$ cat src/rtl/avalonmm_to_st_packet_fifo.sv
// Avalon-MM write slave feeding an Avalon-ST packet source through a show-ahead FIFO.
// Sideband is latched from the other-info register and stored alongside each data word.
module avalonmm_to_st_packet_fifo #(
  parameter int unsigned DATA_WIDTH   = 32,
  parameter int unsigned SYMBOL_WIDTH = 8,
  parameter int unsigned DEPTH        = 8,
  parameter int unsigned BYTE_SWAP    = 1,
  parameter int unsigned BACKPRESSURE = 1,
  localparam int unsigned NSYM = DATA_WIDTH / SYMBOL_WIDTH,
  localparam int unsigned AW   = $clog2(DEPTH),
  localparam int unsigned EW   = (NSYM > 1) ? $clog2(NSYM) : 1
) (
  input  logic                  wrclock,
  input  logic                  reset,
  input  logic [1:0]            avalonmm_write_slave_address,
  input  logic                  avalonmm_write_slave_write,
  input  logic [DATA_WIDTH-1:0] avalonmm_write_slave_writedata,
  input  logic                  avalonmm_write_slave_read,
  output logic [31:0]           avalonmm_write_slave_readdata,
  output logic                  avalonmm_write_slave_waitrequest,
  output logic [DATA_WIDTH-1:0] avalonst_source_data,
  output logic                  avalonst_source_valid,
  input  logic                  avalonst_source_ready,
  output logic                  avalonst_source_startofpacket,
  output logic                  avalonst_source_endofpacket,
  output logic [EW-1:0]         avalonst_source_empty
);

  localparam int unsigned EntW = DATA_WIDTH + EW + 2;

  logic [EntW-1:0]       mem_q [DEPTH];
  logic [AW-1:0]         wr_ptr_q, wr_ptr_d, rd_ptr_q, rd_ptr_d;
  logic [AW:0]           fill_q, fill_d;
  logic                  sop_q, sop_d, eop_q, eop_d, ovf_q, ovf_d;
  logic [EW-1:0]         empty_q, empty_d;
  logic [31:0]           rdata_q, rdata_d;
  logic [DATA_WIDTH-1:0] swapped;
  logic [EntW-1:0]       rd_entry;
  logic                  full, fifo_empty, data_wr, push, pop, drop, clr_ovf;

  assign full       = (fill_q == (AW+1)'(DEPTH));
  assign fifo_empty = (fill_q == '0);
  assign data_wr    = avalonmm_write_slave_write && (avalonmm_write_slave_address == 2'd0);
  assign push       = data_wr && !full;
  assign pop        = !fifo_empty && avalonst_source_ready;
  assign drop       = data_wr && full && (BACKPRESSURE == 0);

  assign avalonmm_write_slave_waitrequest = (BACKPRESSURE != 0) && data_wr && full;

  generate
    if (DATA_WIDTH > 18) begin : g_clr
      assign clr_ovf = avalonmm_write_slave_writedata[18];
    end else begin : g_no_clr
      assign clr_ovf = 1'b0;
    end
  endgenerate

  // MM symbol 0 lands in the ST most-significant symbol when swapping.
  always_comb begin
    swapped = avalonmm_write_slave_writedata;
    if (BYTE_SWAP != 0) begin
      for (int i = 0; i < NSYM; i++) begin
        swapped[i*SYMBOL_WIDTH +: SYMBOL_WIDTH] =
          avalonmm_write_slave_writedata[(NSYM-1-i)*SYMBOL_WIDTH +: SYMBOL_WIDTH];
      end
    end
  end

  always_comb begin
    wr_ptr_d = wr_ptr_q;
    rd_ptr_d = rd_ptr_q;
    fill_d   = fill_q;
    sop_d    = sop_q;
    eop_d    = eop_q;
    empty_d  = empty_q;
    ovf_d    = ovf_q;
    rdata_d  = rdata_q;
    if (push) wr_ptr_d = wr_ptr_q + AW'(1);
    if (pop)  rd_ptr_d = rd_ptr_q + AW'(1);
    case ({push, pop})
      2'b10:   fill_d = fill_q + (AW+1)'(1);
      2'b01:   fill_d = fill_q - (AW+1)'(1);
      default: fill_d = fill_q;
    endcase
    if (avalonmm_write_slave_write && avalonmm_write_slave_address == 2'd1) begin
      sop_d   = avalonmm_write_slave_writedata[0];
      eop_d   = avalonmm_write_slave_writedata[1];
      empty_d = avalonmm_write_slave_writedata[2 +: EW];
    end else if (push) begin
      sop_d = 1'b0;
      eop_d = 1'b0;
    end
    if (avalonmm_write_slave_write && avalonmm_write_slave_address == 2'd2 && clr_ovf) begin
      ovf_d = 1'b0;
    end
    if (drop) ovf_d = 1'b1;
    if (avalonmm_write_slave_read) begin
      rdata_d = '0;
      case (avalonmm_write_slave_address)
        2'd1: rdata_d = 32'({empty_q, eop_q, sop_q});
        2'd2: begin
          rdata_d[AW:0] = fill_q;
          rdata_d[16]   = full;
          rdata_d[17]   = fifo_empty;
          rdata_d[18]   = ovf_q;
        end
        default: rdata_d = '0;
      endcase
    end
  end

  always_ff @(posedge wrclock or posedge reset) begin
    if (reset) begin
      wr_ptr_q <= '0;
      rd_ptr_q <= '0;
      fill_q   <= '0;
      sop_q    <= 1'b0;
      eop_q    <= 1'b0;
      empty_q  <= '0;
      ovf_q    <= 1'b0;
      rdata_q  <= '0;
    end else begin
      wr_ptr_q <= wr_ptr_d;
      rd_ptr_q <= rd_ptr_d;
      fill_q   <= fill_d;
      sop_q    <= sop_d;
      eop_q    <= eop_d;
      empty_q  <= empty_d;
      ovf_q    <= ovf_d;
      rdata_q  <= rdata_d;
    end
  end

  // Storage is not reset; outputs are gated by valid instead.
  always_ff @(posedge wrclock) begin
    if (push) mem_q[wr_ptr_q] <= {empty_q, eop_q, sop_q, swapped};
  end

  assign rd_entry = mem_q[rd_ptr_q];

  always_comb begin
    avalonst_source_valid         = !fifo_empty;
    avalonst_source_data          = '0;
    avalonst_source_startofpacket = 1'b0;
    avalonst_source_endofpacket   = 1'b0;
    avalonst_source_empty         = '0;
    if (!fifo_empty) begin
      avalonst_source_data          = rd_entry[DATA_WIDTH-1:0];
      avalonst_source_startofpacket = rd_entry[DATA_WIDTH];
      avalonst_source_endofpacket   = rd_entry[DATA_WIDTH+1];
      avalonst_source_empty         = rd_entry[DATA_WIDTH+2 +: EW];
    end
  end

  assign avalonmm_write_slave_readdata = rdata_q;

endmodule

$ cat config.mk
export PLATFORM = sky130hd
export DESIGN_NAME = avalonmm_to_st_packet_fifo
export DESIGN_NICKNAME = d
export VERILOG_FILES = /design/src/rtl/avalonmm_to_st_packet_fifo.sv
export SDC_FILE = /design/constraint.sdc
export NUM_CORES = 1
export LEC_CHECK = 0
export ABC_AREA = 1
export ABC_CLOCK_PERIOD_IN_PS = 3700
export CAP_MARGIN = 0
export CORE_ASPECT_RATIO = 1.25
export CORE_UTILIZATION = 45
export DETAILED_ROUTE_END_ITERATION = 16
export GPL_TIMING_DRIVEN = 0
export SYNTH_ARGS = -nofsm -noshare
export SYNTH_HDL_FRONTEND = slang
export SYNTH_SLANG_ARGS = --single-unit
export TNS_END_PERCENT = 50
$ cat constraint.sdc
create_clock -name wrclock -period 3.7 [get_ports wrclock]
set_input_delay 0.555 -clock wrclock [delete_from_list [all_inputs] [get_ports wrclock]]
set_output_delay 0.555 -clock wrclock [all_outputs]
set_load 0.01 [all_outputs]
# After elaboration in Yosys (flattened, before gate mapping)
# Memory sizes are Yosys's and may differ from the RTL's.
# Index checks and enable logic that the tools add are counted.
[classes]
addsub = 4
multipliers = 0
n_div = 0
order_cmp = 0
eq_ne = 5
shift = 0
n_mux = 12
bitwise = 0
reduce_logical = 11
[ops]
columns = ["operator", "n"]
rows = [
  ["$mux W32", 1],
  ["$pmux W4 S2", 2],
  ["$mux W1", 7],
  ["$add A3 B1 Y3 const B", 2],
  ["$logic_and A1 B1 Y1", 5],
  ["$add A4 B1 Y4 const B", 1],
  ["$eq A2 B1 Y1 const B", 2],
  ["$eq A2 B2 Y1 const B", 2],
  ["$eq A4 B4 Y1 const B", 1],
  ["$logic_not A4 Y1", 1],
  ["$mux W2", 2],
  ["$reduce_bool A2 Y1", 2],
  ["$sub A4 B1 Y4 const B", 1],
  ["$logic_not A1 Y1", 2],
  ["$logic_not A2 Y1", 1],
]
[totals]
regBits = 21
latch_bits = 0
ramBits = 288
rom_bits = 0
inputBits = 39
output_inout_bits = 70
word_cells = 40
mem_count = 1
[mem_list]
columns = ["name", "depth", "width", "read_ports", "rd_ports_with_merged_regs", "wr", "line", "rtl"]
rows = [
  ["mem_q", 8, 36, 1, 0, 1, "31", "logic [EntW-1:0] mem_q [DEPTH];"],
]

# Logic depth before layout (Yosys ltp)
[logic_depth]
depth_word = 5
ltp_mapped = 13

# Worst setup path before layout
# OpenSTA, ideal clock, no wires.
[synth_timing]
path_type = "in2reg"
from = "input port avalonmm_write_slave_address[0]"
to = "memory mem_q[0][0] (netlist name), enable pin"
setup_ns = 0.429
arrival_time_ns = 2.830
t_required_ns = 3.271
setup_slack_ns = 0.440
path_stages = 5
cell_sequence = "inv_1 > ha_1 > nand3_2 > or2_2 > nor2_1"
[synth_between]
elab_chain_len = 5
[synth_lines]
columns = ["element", "line", "rtl"]
rows = [
  ["from (decl)", "15", "input logic [1:0] avalonmm_write_slave_address,"],
  ["$logic_not A2 Y1", "43", "assign data_wr = avalonmm_write_slave_write && (avalonmm_write_slave_address == 2'd0);"],
  ["$logic_and A1 B1 Y1", "43", ""],
  ["$logic_and A1 B1 Y1", "44", "assign push = data_wr && !full;"],
  ["$mux W1", "136", "if (push) mem_q[wr_ptr_q] <= {empty_q, eop_q, sop_q, swapped};"],
  ["$mux W1 (implied by the code)", "136", ""],
  ["to (decl)", "31", ""],
]
# No other way between the ends.

# Final worst setup path
[layout_timing]
from = "register rd_ptr_q[2]"
to = "output port avalonst_source_data[31]"
[layout_between]
elab_chain_len = 2
[layout_lines]
columns = ["element", "line", "rtl"]
rows = [
  ["from (decl)", "32", "logic [AW-1:0] wr_ptr_q, wr_ptr_d, rd_ptr_q, rd_ptr_d;"],
  ["from (signal assigned)", "124", "rd_ptr_q <= rd_ptr_d;"],
  ["$mem_v2 Z8 W36", "n/a", ""],
  ["$mux W32", "147", "if (!fifo_empty) begin"],
  ["to (decl)", "21", "output logic [DATA_WIDTH-1:0] avalonst_source_data,"],
]
# No other way between the ends.

==> flow_summary_export.csv <==
group,metric,value,unit
critical_path,worstSetupEndpointType,"primary output",
floorplanning,die_h,189,microns
grt,grt_pass1_wl,45800,microns
critical_path,r2r-start,"fill_q[0]",
cts,postCtsSetupBuffers,0,
logic_synthesis,yosysWarnings,0,
drt,num_vias,8146,
timing,slew_headroom,43.0,%
logic_synthesis,ys_types,26,
floorplanning,fp-row-count,68,
outcome,outcome,"completed",
critical_path,cp-start-kind,"register",
logic_synthesis,synth_seq_cells,308,
floorplanning,die_w,152,microns
timing,min_period,3500,ps
pwr,p_total,0.0115,W
logic_synthesis,synth.yosys.seq_area_share,72.6,%
cts,htreeDepth,1,
logic_synthesis,netlist_area,12600,sq um
drt,first_pass_iters,5,
layout,nets,1205,
cts,cts.hold.buffers_added,0,
timing,finalHoldViolCount,0,
pwr,clkPwrFrac,24.1,%
grt,antenna_found_initial,0,
cts,cts_tree,"yes",
floorplanning,core_area,27600,sq um
drt,drtIter0Drc,493,
cts,ctsResizeCount,0,
run,drv_cap,0,
drt,drc,0,
critical_path,critPathMaxStageDelay,620,ps
cts,cts_sinks,308,
critical_path,path_max_fanout,10,
layout,drive_gt1_share,10.3,%
critical_path,startpoint,"rd_ptr_q[2]",
timing,slew_violations,0,
cts,clk_latency,550,ps
placed_design,io_buffers,82,
cts,root_buffer,"clkbuf_16",
logic_synthesis,synth.avg_cell_area,12.5,sq um
timing,fin_skew,12.8,ps
layout,num_antenna_cells,0,
floorplanning,die_area,28700,sq um
floorplanning,initial_core_util,45.7,%
drt,vias_per_cell,5.32,
timing,period_share,94.7,%
pwr,intPower,0.00736,W
critical_path,crit_type,"register to primary output",
floorplanning,pin_count,109,
placed_design,gp_congestion,0.753,
timing,rsz0062_at_grt,"false",
timing,setup_viol,0,
drt,wl,30100,microns
pwr,p_per_area,765,nW/um^2
timing,tns,0,ps
logic_synthesis,syn_inst,1011,
timing,tightest_slew,853,ps
placed_design,dpl.hpwl,19100,microns
grt,grt_max_degree,28,
timing,max_clock_freq,0.286,GHz
critical_path,arrival,2950,ps
min_path,min_path_type,"input pin to async pin",
pwr,ir_worst_vdd,0.000456,V
pwr,switching_power,0.00416,W
cts,cts.path.max_buffers,3,
drt,wire_per_inst,19.6,microns
critical_path,cp_slowest_cell,"clkbuf_1",
cts,numCtsBuffers,30,
pwr,p_comb_share,40.1,%
pwr,swShare,36.1,%
drt,postRouteAntennaNets,0,
critical_path,cp_cell_sequence,"clkbuf_1 -> clkbuf_1 -> nor2_1 -> nor2_1 -> clkdlybuf4s50_1",
cts,path_clk_slew,60,ps
grt,grt_pass1_vias,7951,
layout,syn2layout_area_growth,19.6,%
grt,grt_overflow,0,
grt,track_usage,21.4,%
critical_path,cp_data_required_time,3140,ps
pwr,leakagePower,5.28,nW
pwr,p_seq_share,35.7,%
[synth_stat cells]
master | instances | area, sq um
nor2_1 | 265 | 995
clkinv_2 | 1 | 5.00
o21ai_1 | 26 | 130
o211ai_1 | 36 | 270
xnor2_1 | 2 | 17.5
clkbuf_1 | 26 | 97.6
conb_1 | 1 | 3.75
buf_4 | 28 | 210
edfxtp_1 | 288 | 8650
xor2_1 | 4 | 35.0
mux2_2 | 2 | 22.5
or2_2 | 1 | 6.26
dfrtp_1 | 20 | 500
buf_6 | 13 | 146
ha_1 | 8 | 100
buf_2 | 13 | 65.1
clkbuf_2 | 5 | 25.0
o21ai_0 | 131 | 656
inv_1 | 23 | 86.3
nand2_1 | 62 | 233
nand3_1 | 10 | 50.1
o22ai_1 | 39 | 244
inv_6 | 1 | 8.76
nand3_2 | 2 | 20.0
nand4_1 | 2 | 12.5
a21oi_1 | 2 | 10.0
[per-layer routing]
| metal | global-route usage (%) | up-vias | wire length, microns |
|---|---|---|---|
| met1 | 27.4 | 3963 | 12300 |
| met4 | 6.66 | 0 | 706 |
| met5 | 0 | - | 0 |
| met2 | 37.3 | 256 | 15300 |
| met3 | 2.92 | 66 | 1780 |
| li1 | - | 3861 | - |
[power groups by stage]
stage	registers [W]	clock network, W	logic [W]
2_1_floorplan	0.00417	0	0.00262
3_3_place_gp	0.00420	0	0.00456
3_5_place_dp	0.00419	0	0.00468
4_1_cts	0.00412	0.00281	0.00469
5_1_grt	0.00414	0.00294	0.00509
6_report	0.00412	0.00278	0.00463
[cell usage in the layout (no fill, tap or decap), drive strengths merged, types with 2 or more instances in the layout]
| cell | count |
|---|---|
| mux2 | 2 |
| clkinv | 15 |
| buf | 62 |
| o211ai | 36 |
| nor2 | 265 |
| clkdlybuf4s50 | 82 |
| nand4 | 2 |
| xor2 | 4 |
| clkinvlp | 2 |
| conb | 26 |
| nand3 | 12 |
| o22ai | 39 |
| ha | 8 |
| inv | 24 |
| dfrtp | 20 |
| clkbuf | 70 |
| edfxtp | 288 |
| xnor2 | 2 |
| nand2 | 62 |
| o21ai | 157 |
| a21oi | 2 |
[area by class of cell]
cell class                      instances  area (sq um)
Sequential cell                       308          9150
Clock buffer                           39           806
Multi-Input combinational cell        618          2960
Inverter                               25           100
Buffer                                 85           544
Clock inverter                         16          80.1
Fill cell                            2387         12500
Timing Repair Buffer                   90           996
Tap cell                              350           438
[registers in the layout, indices dropped and copies added, names as in the netlist]
signal / cells
empty_q: 2
wr_ptr_q: 3
sop_q: 1
eop_q: 1
mem_q: 288
rd_ptr_q: 3
avalonmm_write_slave_readdata: 6
fill_q: 4
[kinds of logic (layout without fill, tap and decap cells)]
group	Yosys count	in the layout	share of synthesized area, %
AO/OA/AOI/OAI	234	234	10.4
XOR/XNOR	6	6	0.417
adder cells (fa/ha/maj)	8	8	0.795
buffers and inverters	110	255	5.11
flip-flops	308	308	72.6
multiplexers	2	2	0.179
other	1	26	0.0298
AND/OR/NAND/NOR	342	342	10.4
[metrics by stage]
stage,hold slack [ps],setup WS [ps],util (%),area (sq um),cells
finish,479,198,54.7,15100,1531
global route,560,33.7,54.7,15100,1531
CTS,504,192,54.7,15100,1531
global placement,520,-1500,50.6,14000,1468
floorplan,491,440,-,12700,1036
detailed placement,524,570,51.5,14200,1476
[worst paths after layout]
kind,endpoint,slack (ps),cells past startpoint
max reg2reg,mem_q[0][15],1300,6
min in group wrclock,fill_q[2],530,2
min,fill_q[0],480,2
max,avalonst_source_data[31],200,5
max in group asynchronous,sop_q,2690,2
min reg2reg,fill_q[2],530,2
[critical path, delay by kind of cell (launching register included)]
kind | cells | cell delay (ps)
simple gates | 2 | 400
buf+inv | 3 | 1660
flops | 1 | 330
Note: power is estimated with default switching activity, not from simulation.
